===== src/rtl/cell_expander_if.sv =====
// Cell expander bus: cell push side, pixel request side and status.
// The master drives cells and requests; the slave (the expander) returns
// pixels, the FIFO level and the sticky error flags.
interface cell_expander_if #(
   parameter int DEPTH = 4
);
   localparam int LVL_W = $clog2(DEPTH) + 1;

   logic             valid_cell;
   logic [23:0]      cell_RGB;
   logic             sof;
   logic             req_pixel;
   logic             valid_RGB_Data;
   logic [23:0]      RGB_Data;
   logic [LVL_W-1:0] fifo_level;
   logic             underflow;
   logic             overflow;

   modport master (
      output valid_cell, cell_RGB, sof, req_pixel,
      input  valid_RGB_Data, RGB_Data, fifo_level, underflow, overflow
   );

   modport slave (
      input  valid_cell, cell_RGB, sof, req_pixel,
      output valid_RGB_Data, RGB_Data, fifo_level, underflow, overflow
   );
endinterface


===== src/rtl/cell_expander.sv =====
// Cell expander: buffers one RGB value per cell in a small FIFO and replays
// the head value for CELL_LEN requested pixels before popping it, rebuilding
// a full-rate pixel stream. All logic runs on the falling edge of clkn.
module cell_expander #(
   parameter int CELL_LEN = 24,
   parameter int DEPTH    = 4
) (
   input logic            clkn,
   input logic            resetn,
   cell_expander_if.slave bus
);
   localparam int PTR_W = $clog2(DEPTH);
   localparam int LVL_W = PTR_W + 1;
   localparam logic [LVL_W-1:0] LP_LVL_FULL = LVL_W'(DEPTH);
   localparam logic [7:0]       LP_REP_LAST = 8'(CELL_LEN - 1);

   logic [23:0]      r_mem [DEPTH];
   logic [PTR_W-1:0] r_wr_ptr;
   logic [PTR_W-1:0] r_rd_ptr;
   logic [LVL_W-1:0] r_level;
   logic [7:0]       r_rep_cnt;
   logic             r_underflow;
   logic             r_overflow;
   logic             r_vld_p1;
   logic [23:0]      r_data_p1;

   logic             w_has_cell;
   logic             w_emit;
   logic             w_pop;
   logic             w_push;
   logic             w_drop;
   logic [PTR_W-1:0] w_wr_addr;
   logic [LVL_W-1:0] w_level_nxt;

   // A flush takes priority over replay: it suppresses emission and the
   // underflow check, and a same-cycle push lands in the emptied FIFO.
   assign w_has_cell = (r_level != '0);
   assign w_emit     = bus.req_pixel & w_has_cell & ~bus.sof;
   assign w_pop      = w_emit & (r_rep_cnt == LP_REP_LAST);
   assign w_push     = bus.valid_cell & (bus.sof | (r_level != LP_LVL_FULL) | w_pop);
   assign w_drop     = bus.valid_cell & ~w_push;
   assign w_wr_addr  = bus.sof ? '0 : r_wr_ptr;

   // Next FIFO level: flush restarts from the same-cycle push, otherwise
   // push and pop cancel when both happen.
   always_comb begin
      w_level_nxt = r_level;
      if (bus.sof) begin
         w_level_nxt = LVL_W'(bus.valid_cell);
      end else begin
         case ({w_push, w_pop})
            2'b10:   w_level_nxt = r_level + LVL_W'(1);
            2'b01:   w_level_nxt = r_level - LVL_W'(1);
            default: w_level_nxt = r_level;
         endcase
      end
   end

   // Cell storage; contents need no reset because level gates every read.
   always_ff @(negedge clkn) begin
      if (w_push) begin
         r_mem[w_wr_addr] <= bus.cell_RGB;
      end
   end

   // FIFO pointers, level, repeat counter and sticky error flags.
   always_ff @(negedge clkn or negedge resetn) begin
      if (!resetn) begin
         r_wr_ptr    <= '0;
         r_rd_ptr    <= '0;
         r_level     <= '0;
         r_rep_cnt   <= '0;
         r_underflow <= 1'b0;
         r_overflow  <= 1'b0;
      end else begin
         r_level <= w_level_nxt;
         if (bus.sof) begin
            r_rd_ptr  <= '0;
            r_wr_ptr  <= PTR_W'(bus.valid_cell);
            r_rep_cnt <= '0;
         end else begin
            if (w_push) begin
               r_wr_ptr <= r_wr_ptr + PTR_W'(1);
            end
            if (w_pop) begin
               r_rd_ptr  <= r_rd_ptr + PTR_W'(1);
               r_rep_cnt <= '0;
            end else if (w_emit) begin
               r_rep_cnt <= r_rep_cnt + 8'd1;
            end
         end
         if (bus.req_pixel && !w_has_cell && !bus.sof) begin
            r_underflow <= 1'b1;
         end
         if (w_drop) begin
            r_overflow <= 1'b1;
         end
      end
   end

   // ---- stage p1: registered pixel output, zero whenever not valid ----
   always_ff @(negedge clkn or negedge resetn) begin
      if (!resetn) begin
         r_vld_p1  <= 1'b0;
         r_data_p1 <= '0;
      end else begin
         r_vld_p1  <= w_emit;
         r_data_p1 <= w_emit ? r_mem[r_rd_ptr] : '0;
      end
   end

   assign bus.valid_RGB_Data = r_vld_p1;
   assign bus.RGB_Data       = r_data_p1;
   assign bus.fifo_level     = r_level;
   assign bus.underflow      = r_underflow;
   assign bus.overflow       = r_overflow;
endmodule


===== src/flat_wrapper.sv =====
// flat-port wrapper written by rule: the top's interface ports become plain ports
module cell_expander_flat 
#(
   parameter int CELL_LEN = 24,
   parameter int DEPTH    = 4
)
  (clkn, resetn, bus_valid_cell, bus_cell_RGB, bus_sof, bus_req_pixel, bus_valid_RGB_Data, bus_RGB_Data, bus_fifo_level, bus_underflow, bus_overflow);
  cell_expander_if #(.DEPTH(DEPTH)) bus_i ();
  input logic clkn;
  input logic resetn;
  input wire logic [$bits(bus_i.valid_cell)-1:0] bus_valid_cell;
  input wire logic [$bits(bus_i.cell_RGB)-1:0] bus_cell_RGB;
  input wire logic [$bits(bus_i.sof)-1:0] bus_sof;
  input wire logic [$bits(bus_i.req_pixel)-1:0] bus_req_pixel;
  output wire logic [$bits(bus_i.valid_RGB_Data)-1:0] bus_valid_RGB_Data;
  output wire logic [$bits(bus_i.RGB_Data)-1:0] bus_RGB_Data;
  output wire logic [$bits(bus_i.fifo_level)-1:0] bus_fifo_level;
  output wire logic [$bits(bus_i.underflow)-1:0] bus_underflow;
  output wire logic [$bits(bus_i.overflow)-1:0] bus_overflow;
  assign bus_i.valid_cell = bus_valid_cell;
  assign bus_i.cell_RGB = bus_cell_RGB;
  assign bus_i.sof = bus_sof;
  assign bus_i.req_pixel = bus_req_pixel;
  assign bus_valid_RGB_Data = bus_i.valid_RGB_Data;
  assign bus_RGB_Data = bus_i.RGB_Data;
  assign bus_fifo_level = bus_i.fifo_level;
  assign bus_underflow = bus_i.underflow;
  assign bus_overflow = bus_i.overflow;
  cell_expander #(.CELL_LEN(CELL_LEN), .DEPTH(DEPTH)) u_core (.clkn(clkn), .resetn(resetn), .bus(bus_i));
endmodule

===== config.mk =====
export PLATFORM = sky130hd
export DESIGN_NAME = cell_expander_flat
export DESIGN_NICKNAME = d
export VERILOG_FILES = /design/src/rtl/cell_expander_if.sv /design/src/rtl/cell_expander.sv /design/src/flat_wrapper.sv
export SDC_FILE = /design/constraint.sdc
export NUM_CORES = 1
export LEC_CHECK = 0
export ABC_AREA = 1
export BUFFER_PORTS_ARGS = -buffer_cell sky130_fd_sc_hd__buf_2
export CAP_MARGIN = 20
export CORE_AREA = 2 2 119 121
export DETAILED_ROUTE_END_ITERATION = 8
export DIE_AREA = 0 0 121 123
export GPL_TIMING_DRIVEN = 0
export RECOVER_POWER = 100
export SYNTH_ARGS = -nofsm -noshare
export SYNTH_HDL_FRONTEND = slang
export SYNTH_SLANG_ARGS = --single-unit

===== constraint.sdc =====
create_clock -name clkn -period 7.76 [get_ports clkn]
set_input_delay 1.552 -clock clkn [delete_from_list [all_inputs] [get_ports clkn]]
set_output_delay 1.552 -clock clkn [all_outputs]
set_load 0.01 [all_outputs]

[Yosys cells after proc, flatten, opt, wreduce, memory -nomap -nowiden]
Memories as Yosys holds them, arrays and structs flattened.
Cells that the tools add are included.
Word-level totals
  memories kept: 1
  logic and storage cells: 49
  bits in writable memories: 96
  register bits after elaboration: 42
  input bits: 29
Cells by class
  bitwise gates (word level): 9
  equal/unequal tests: 4
  reduce and logical (&&, ||, !) cells: 9
  add/subtract/negate cells: 5
  muxes and demuxes: 13
Memory list
  u_core.r_mem: words 4, width 24, rd ports 1, clocked after Yosys merged registers in 0, write ports 1, line cell_expander.sv:17  | logic [23:0] r_mem [DEPTH];
Operators with widths (count)
  24-bit 2-to-1 mux: 1
  8-bit 2-to-1 mux: 3
  2-bit 2-to-1 mux: 5
  3-bit nonzero test: 3
  8-bit by 1-bit adder with 8-bit output, second input constant: 1
  8-bit by 5-bit == test with 1-bit output, second input constant: 1
  3-bit one-hot mux with 2 select lines: 1
  1-bit bitwise AND: 5
  2-bit by 1-bit adder with 2-bit output, second input constant: 2
  2-bit nonzero test: 2
  3-bit by 1-bit adder with 3-bit output, second input constant: 1
  3-bit 2-to-1 mux: 1
  3-bit != test, second input constant: 1
  3-bit by 1-bit subtractor with 3-bit output, second input constant: 1
  2-bit by 1-bit == test with 1-bit output, second input constant: 1
  2-bit == test, second input constant: 1
  1-bit logical AND: 2
  1-bit zero test: 2
  1-bit 2-to-1 mux: 2
  1-bit inverter: 2
  1-bit OR: 2

[Depth between registers and ports, before layout]
Gate-level depths: netlist (run 1).
  depth in word-level cells: 9
  depth in mapped cells: 14
  depth with buffers taken out: 14

==> flow_summary.yaml, run 1 <==
outcome:
  status: "finished clean"
floorplanning:
  fp.coreArea_um2: 13610
  ios: 59
  die-area_um2: 14880
  die_y_um: 123
  initial_core_util: 0.3943
  die_w_um: 121
  fp-row-count: 43
pwr:
  p_total_mw: 1.990
  sequentialPowerShare: 0.431
  p_switching_uw: 544.6
  switching_share: 0.2736
  power_density_nw_per_um2: 289.4
  p_leak_nw: 2.979
  p_int_mw: 1.446
  combPwrFrac: 0.058
  vdd_ir_drop_max_v: 0.0001559
  clockPowerShare: 0.510
critical_path:
  reg2reg_setup_slack_ns: 5.20
  cp.required_ns: 4.03
  critPathCaptureType: "flop"
  path_max_fanout: 7
  cp-start-kind: "input port"
  arrival_ns: 3.51
  path_class: "input port to flop"
synth:
  synth-seq-cells: 138
  ys_seq_area_frac: 0.7329
  syn_avg_cell_area_um2: 12.34
  synth.distinct_cells: 32
  ys_dominant_reg_cell: "edfxtp_1"
  synth_top_family_by_area: "simple AND/OR/NAND/NOR gates"
  synth_nets: 466
  yosysTopAreaCellShare: 0.5371
  synth_cells: 435
  synthAdderAreaFrac: 0.006061
  async_flop_share: 0.3043
  synth_area_um2: 5368
  synth_edf_count: 96
  yosysTopAreaCell: "edfxtp_1"
  synth.area.top_cells: "edfxtp_1 54%, dfrtn_1 20%, nor2_1 7.7%"
  synth_warnings: 0
  synth_xor_area_frac: 0.006527
  synth-compound-area-share: 0.08765
  synthMuxAreaShare: 0
  synthSimpleGateAreaFrac: 0.1319
timing:
  postLayoutSetupSlackWorst_ns: 0.5179
  skew_ns: 0.06075
  hold_viol_final: 0
  whs_ns: 0.4372
  finalSetupViolCount: 0
  max_slew.worst_pin.slew_ns: 1.246
  final-max-slew-violation-count: 0
  rsz0062_at_grt: "no"
  relSlewSlack: 0.1696
finish:
  drive_gt1_frac: 0.09062
  layout_common_cells: "116 x inv_1, 110 x nor2_1, 96 x edfxtp_1"
  fill_cells: 1231
  final_util: 0.5053
  nNetsFinal: 647
  final_common_cell: "inv_1"
  area_growth_pct: 28.14
  final_cells: 809
  n_antenna_cell: 0
drt:
  num_vias: 3842
  wire_per_inst_um: 15.33
  wirelength_um: 12410
  ant_nets: 0
  drtPass1Iterations: 4
  drcViolationCount: 0
  avgViaCountPerCell: 4.749
  drtIter0Drc: 215
global_routing:
  grt_use_total: 0.1766
  antenna_found_initial: 0
  gr-total-overflow: 0
  grt_pass1_wl_um: 19340
  grt_max_degree: 43
  grt_pass1_vias: 3882
cts:
  cts-resized-gates: 0
  clkTransAtPathRegs_ns: 0.05
  cts_buffer_depth: 2
  htreeDepth: 4
  cts_tree: "built"
  cts_root_buffer: "clkbuf_16"
  post-cts-setup-buffer-count: 0
  numClockSinks: 138
  ctsHoldBuffers: 0
  cts_buffers: 17
  clock_latency_ns: 0.46
worst_hold_path:
  hold_path.class: "flop to flop"
placement:
  hpwlAfterDp_um: 7628
  port_buffers: 58
  gp_congestion: 0.7752
  dpl.cell_count: 681
  dp_slack_ns: 0.2138
run:
  max_cap_viol_count: 0
sequential cells by signal, indices dropped and copies added (netlist names):
register	count
u_core.bus.fifo_level	3
u_core.r_mem	96
u_core.r_wr_ptr	2
u_core.bus.RGB_Data	24
u_core.bus.underflow	1
u_core.bus.overflow	1
u_core.r_rd_ptr	2
u_core.r_rep_cnt	8
u_core.bus.valid_RGB_Data	1
area by class of cell:
type,instances,area (um^2),area share
well taps,180,225.2,0.03275
multi-input cells,256,1232,0.1792
plain buffers,19,88.84,0.01292
repair buffers,67,346.6,0.05039
inverters,21,78.83,0.01146
clock inverters,110,521.8,0.07586
clock buffers,18,450.4,0.06549
flip-flops and latches,138,3934,0.5719
stage by stage:
stage / instance area, um^2 / TNS (ns)
finish: 6878 / 0
global route: 6878 / 0
CTS: 6997 / 0
detailed placement: 6028 / 0
global placement: 5883 / -131.57
floorplan: 5368 / -18.76
final timing paths:
check | from | end | depth (start not counted)
setup / recovery | bus_sof | u_core.r_mem[2][0]$_DFFE_NP_ | 10
hold / removal | u_core.bus.underflow$_DFFE_NN0P_ | u_core.bus.underflow$_DFFE_NN0P_ | 1
setup reg to reg | u_core.r_rep_cnt[0]$_DFFE_NN0P_ | u_core.r_mem[2][0]$_DFFE_NP_ | 11
hold reg to reg | u_core.bus.underflow$_DFFE_NN0P_ | u_core.bus.underflow$_DFFE_NN0P_ | 1
max in group asynchronous | resetn | u_core.bus.RGB_Data[1]$_DFF_NN0_ | 2
min in group asynchronous | resetn | u_core.bus.RGB_Data[19]$_DFF_NN0_ | 1
kinds of logic (layout without fill, tap and decap cells):
logic type | after synthesis | after routing
AOI/OAI and AO/OA | 89 | 89
xor gates and xnor gates | 4 | 4
adders and majority gates | 2 | 2
buffers and inverters | 41 | 235
DFF | 138 | 138
and+or+nand+nor | 161 | 161
synthesized netlist by cell type (3+ instances only):
master,number
a21oi_1,30
nor2_1,110
inv_1,19
nor3_1,3
nand2_1,26
dfrtn_1,42
buf_2,7
nand3_1,6
edfxtp_1,96
o21ai_0,52
nand4_1,5
inv_2,3
xor2_1,3
clkbuf_1,9
critical path, cell delays in order:
cell	delay, ns
clkbuf_1	0.14
inv_1	0.15
nand2_1	0.12
a21oi_4	0.20
nand2_1	0.19
nand3_4	0.13
nand2_4	0.10
nor3_2	0.54
buf_6	0.23
buf_6	0.16
routing by layer:
| metal | GRT usage | up-vias | wire length [um] |
|---|---|---|---|
| li1 | - | 1867 | - |
| met1 | 0.2084 | 1871 | 5236 |
| met2 | 0.2988 | 97 | 6422 |
| met3 | 0.05120 | 7 | 692 |
| met4 | 0.08285 | 0 | 53 |
| met5 | 0 | - | 0 |
power by group through the flow:
stage / Sequential [mW] / Clock [mW] / Combinational [mW]
after floorplan: 0.872 / 0.0742 / 0.0577
after global placement: 0.867 / 0.0742 / 0.111
after detailed placement: 0.868 / 0.0742 / 0.126
after CTS: 0.858 / 1.04 / 0.128
after global routing: 0.861 / 1.10 / 0.131
final: 0.859 / 1.02 / 0.116
Power figures use the tool's default switching activity.
==> run 2: changes to the inputs <==
--- a/config.mk
+++ b/config.mk
@@ -8,10 +8,13 @@
 export ABC_AREA = 1
 export BUFFER_PORTS_ARGS = -buffer_cell sky130_fd_sc_hd__buf_2
 export CAP_MARGIN = 20
+export CELL_PAD_IN_SITES_DETAIL_PLACEMENT = 1
+export CELL_PAD_IN_SITES_GLOBAL_PLACEMENT = 1
 export CORE_AREA = 2 2 119 121
 export DETAILED_ROUTE_END_ITERATION = 8
 export DIE_AREA = 0 0 121 123
 export GPL_TIMING_DRIVEN = 0
+export PLACE_DENSITY_LB_ADDON = 0.1
 export RECOVER_POWER = 100
 export SYNTH_ARGS = -nofsm -noshare
 export SYNTH_HDL_FRONTEND = slang
==> run 2 against run 1 <==
Cell count down 0.12%. Sequential share of layout area up 0.55 points. Utilization down 0.48 points. Clock-buffer cell count down 1. Non-clock buffer count down 1. First-iteration DRC count down 18%. Cell area down 0.95%. Largest power group unchanged.
==> flow_summary.yaml, run 2 (same netlist as run 1, synthesis figures left out) <==
outcome:
  status: "finished clean"
critical_path:
  reg2reg_setup_slack_ns: 4.95
  crit_start: "bus_sof"
  critPathCaptureType: "flop"
  r2r-start: "u_core.r_rep_cnt[0]$_DFFE_NN0P_"
  path_class: "input port to flop"
  arrival_ns: 3.71
  crit_end: "u_core.r_mem[3][16]$_DFFE_NP_"
  slowest_delay_ns: 0.64
  cp_cell_sequence: "clkbuf_1 -> inv_2 -> nand2_1 -> a21oi_4 -> nand2_4 -> nand3_4 -> nand2_4 -> nor3_2 -> buf_8 -> clkbuf_2"
  cp-start-kind: "input port"
  r2r-end: "u_core.r_mem[3][16]$_DFFE_NP_"
  critical_path.top_delay_family: "simple AND/OR/NAND/NOR gates"
  reg2reg_depth: 11
  path_depth: 10
  path_max_fanout: 9
  path_buf_inv: 4
  crit_top_cell: "nand2_4"
  cp.required_ns: 3.99
  slowest_stage: "nor3_2"
placement:
  dp_slack_ns: -0.1114
  port_buffers: 58
  dpl.cell_count: 680
  hpwlAfterDp_um: 8438
  gp_congestion: 0.7135
  placed_cell_area_um2: 5996
timing:
  skew_ns: 0.06691
  final-max-slew-violation-count: 0
  relSlewSlack: 0.1135
  rsz0062_at_grt: "no"
  max_slew.worst_pin.slew_ns: 1.330
  hold_viol_final: 0
  finalSetupViolCount: 0
  postLayoutSetupSlackWorst_ns: 0.2845
drt:
  wire_per_inst_um: 16.33
  avgViaCountPerCell: 4.757
  ant_nets: 0
  num_vias: 3844
  wirelength_um: 13190
  drcViolationCount: 0
  drtPass1Iterations: 4
  drtIter0Drc: 176
finish:
  layout_common_cells: "115 x inv_1, 110 x nor2_1, 96 x edfxtp_1"
  area_growth_pct: 26.92
  final_cells: 808
  final_common_cell: "inv_1"
  final_util: 0.5005
  nNetsFinal: 646
  regMostFlops: "u_core.r_mem"
  largest_reg_flops: 96
  fin_area_um2: 6813
  drive_gt1_frac: 0.09554
  n_antenna_cell: 0
cts:
  cts_root_buffer: "clkbuf_16"
  cts_tree: "built"
  clkTransAtPathRegs_ns: 0.05
  clock_latency_ns: 0.46
  htreeDepth: 4
  cts_buffers: 17
  post-cts-setup-buffer-count: 0
  numClockSinks: 138
  cts-resized-gates: 0
  ctsHoldBuffers: 0
  cts_buffer_depth: 2
pwr:
  p_leak_nw: 2.960
  vdd_ir_drop_max_v: 0.0001766
  p_int_mw: 1.422
  power_density_nw_per_um2: 290.8
  p_switching_uw: 558.9
  clockPowerShare: 0.510
  switching_share: 0.2821
  sequentialPowerShare: 0.434
  p_total_mw: 1.981
  combPwrFrac: 0.057
global_routing:
  grt_pass1_wl_um: 21610
  grt_use_total: 0.1939
  antenna_found_initial: 0
  grt_pass1_vias: 4179
  grt_max_degree: 43
  gr-total-overflow: 0
floorplanning:
  fp.coreArea_um2: 13610
  ios: 59
  die_y_um: 123
  die-area_um2: 14880
  fp-row-count: 43
  initial_core_util: 0.3943
  die_w_um: 121
worst_hold_path:
  hold_path.class: "flop to flop"
run:
  max_cap_viol_count: 0
-- run 2: changes by cell type in the layout (fill, tap and decap cells not counted), moves of 2 or more --
cell,previous run,this run
buf_6,6,3
clkbuf_2,0,3
clkinv_4,4,1
buf_16,2,0
clkinvlp_4,0,2
inv_4,0,2
-- run 2: worst reg2reg max path: stages (launching register included) --
cell and delay [ns]:
dfrtn_1 0.45, ha_1 0.19, nand2_1 0.09, inv_1 0.06, nand2_1 0.07, nor2_4 0.17, nand2_4 0.10, nand3_4 0.09
nand2_4 0.10, nor3_2 0.64, buf_8 0.23, clkbuf_2 0.31
-- run 2: final cells by class --
cell class                      instances  area [um^2]
Fill cell                            1539         6799
Sequential cell                       138         3934
Multi-Input combinational cell        256         1245
Clock inverter                        111        528.0
Clock buffer                           17        425.4
Timing Repair Buffer                   66        287.8
Tap cell                              180        225.2
Buffer                                 19        88.84
Inverter                               21        78.83
-- run 2: power by group through the flow --
stage | combinational (mW) | sequential (mW) | clock, mW
after floorplan | 0.0577 | 0.872 | 0.0742
after CTS | 0.126 | 0.860 | 1.03
final | 0.112 | 0.860 | 1.01
after global routing | 0.127 | 0.863 | 1.10
after global placement | 0.112 | 0.868 | 0.0742
after detailed placement | 0.125 | 0.869 | 0.0742
-- run 2: worst min path at each step --
stage	start	to	slack [ns]	cells after the start
global route	u_core.bus.underflow$_DFFE_NN0P_	u_core.bus.underflow$_DFFE_NN0P_	0.46	1
CTS	u_core.bus.underflow$_DFFE_NN0P_	u_core.bus.underflow$_DFFE_NN0P_	0.42	1
detailed placement	u_core.bus.underflow$_DFFE_NN0P_	u_core.bus.underflow$_DFFE_NN0P_	0.42	1
global placement	u_core.r_mem[3][22]$_DFFE_NP_	u_core.bus.RGB_Data[22]$_DFF_NN0_	0.41	2
finish	u_core.bus.underflow$_DFFE_NN0P_	u_core.bus.underflow$_DFFE_NN0P_	0.42	1
floorplan	u_core.r_mem[3][0]$_DFFE_NP_	u_core.bus.RGB_Data[0]$_DFF_NN0_	0.40	2
-- run 2: through the flow --
stage	hold WS [ns]	TNS, ns
global route	0.4608	0
finish	0.4163	0
global placement	0.4112	-137.62
floorplan	0.3957	-18.76
CTS	0.4204	0
detailed placement	0.4170	-0.6655
-- run 2: routing by layer --
| layer | wire length [um] | vias up | global-route usage | part of all wire |
|---|---|---|---|---|
| li1 | - | 1868 | - | - |
| met1 | 6095 | 1901 | 0.2452 | 0.46 |
| met2 | 6497 | 62 | 0.3244 | 0.49 |
| met3 | 441 | 13 | 0.04613 | 0.033 |
| met4 | 156 | 0 | 0.07485 | 0.012 |
| met5 | 0 | - | 0 | 0 |
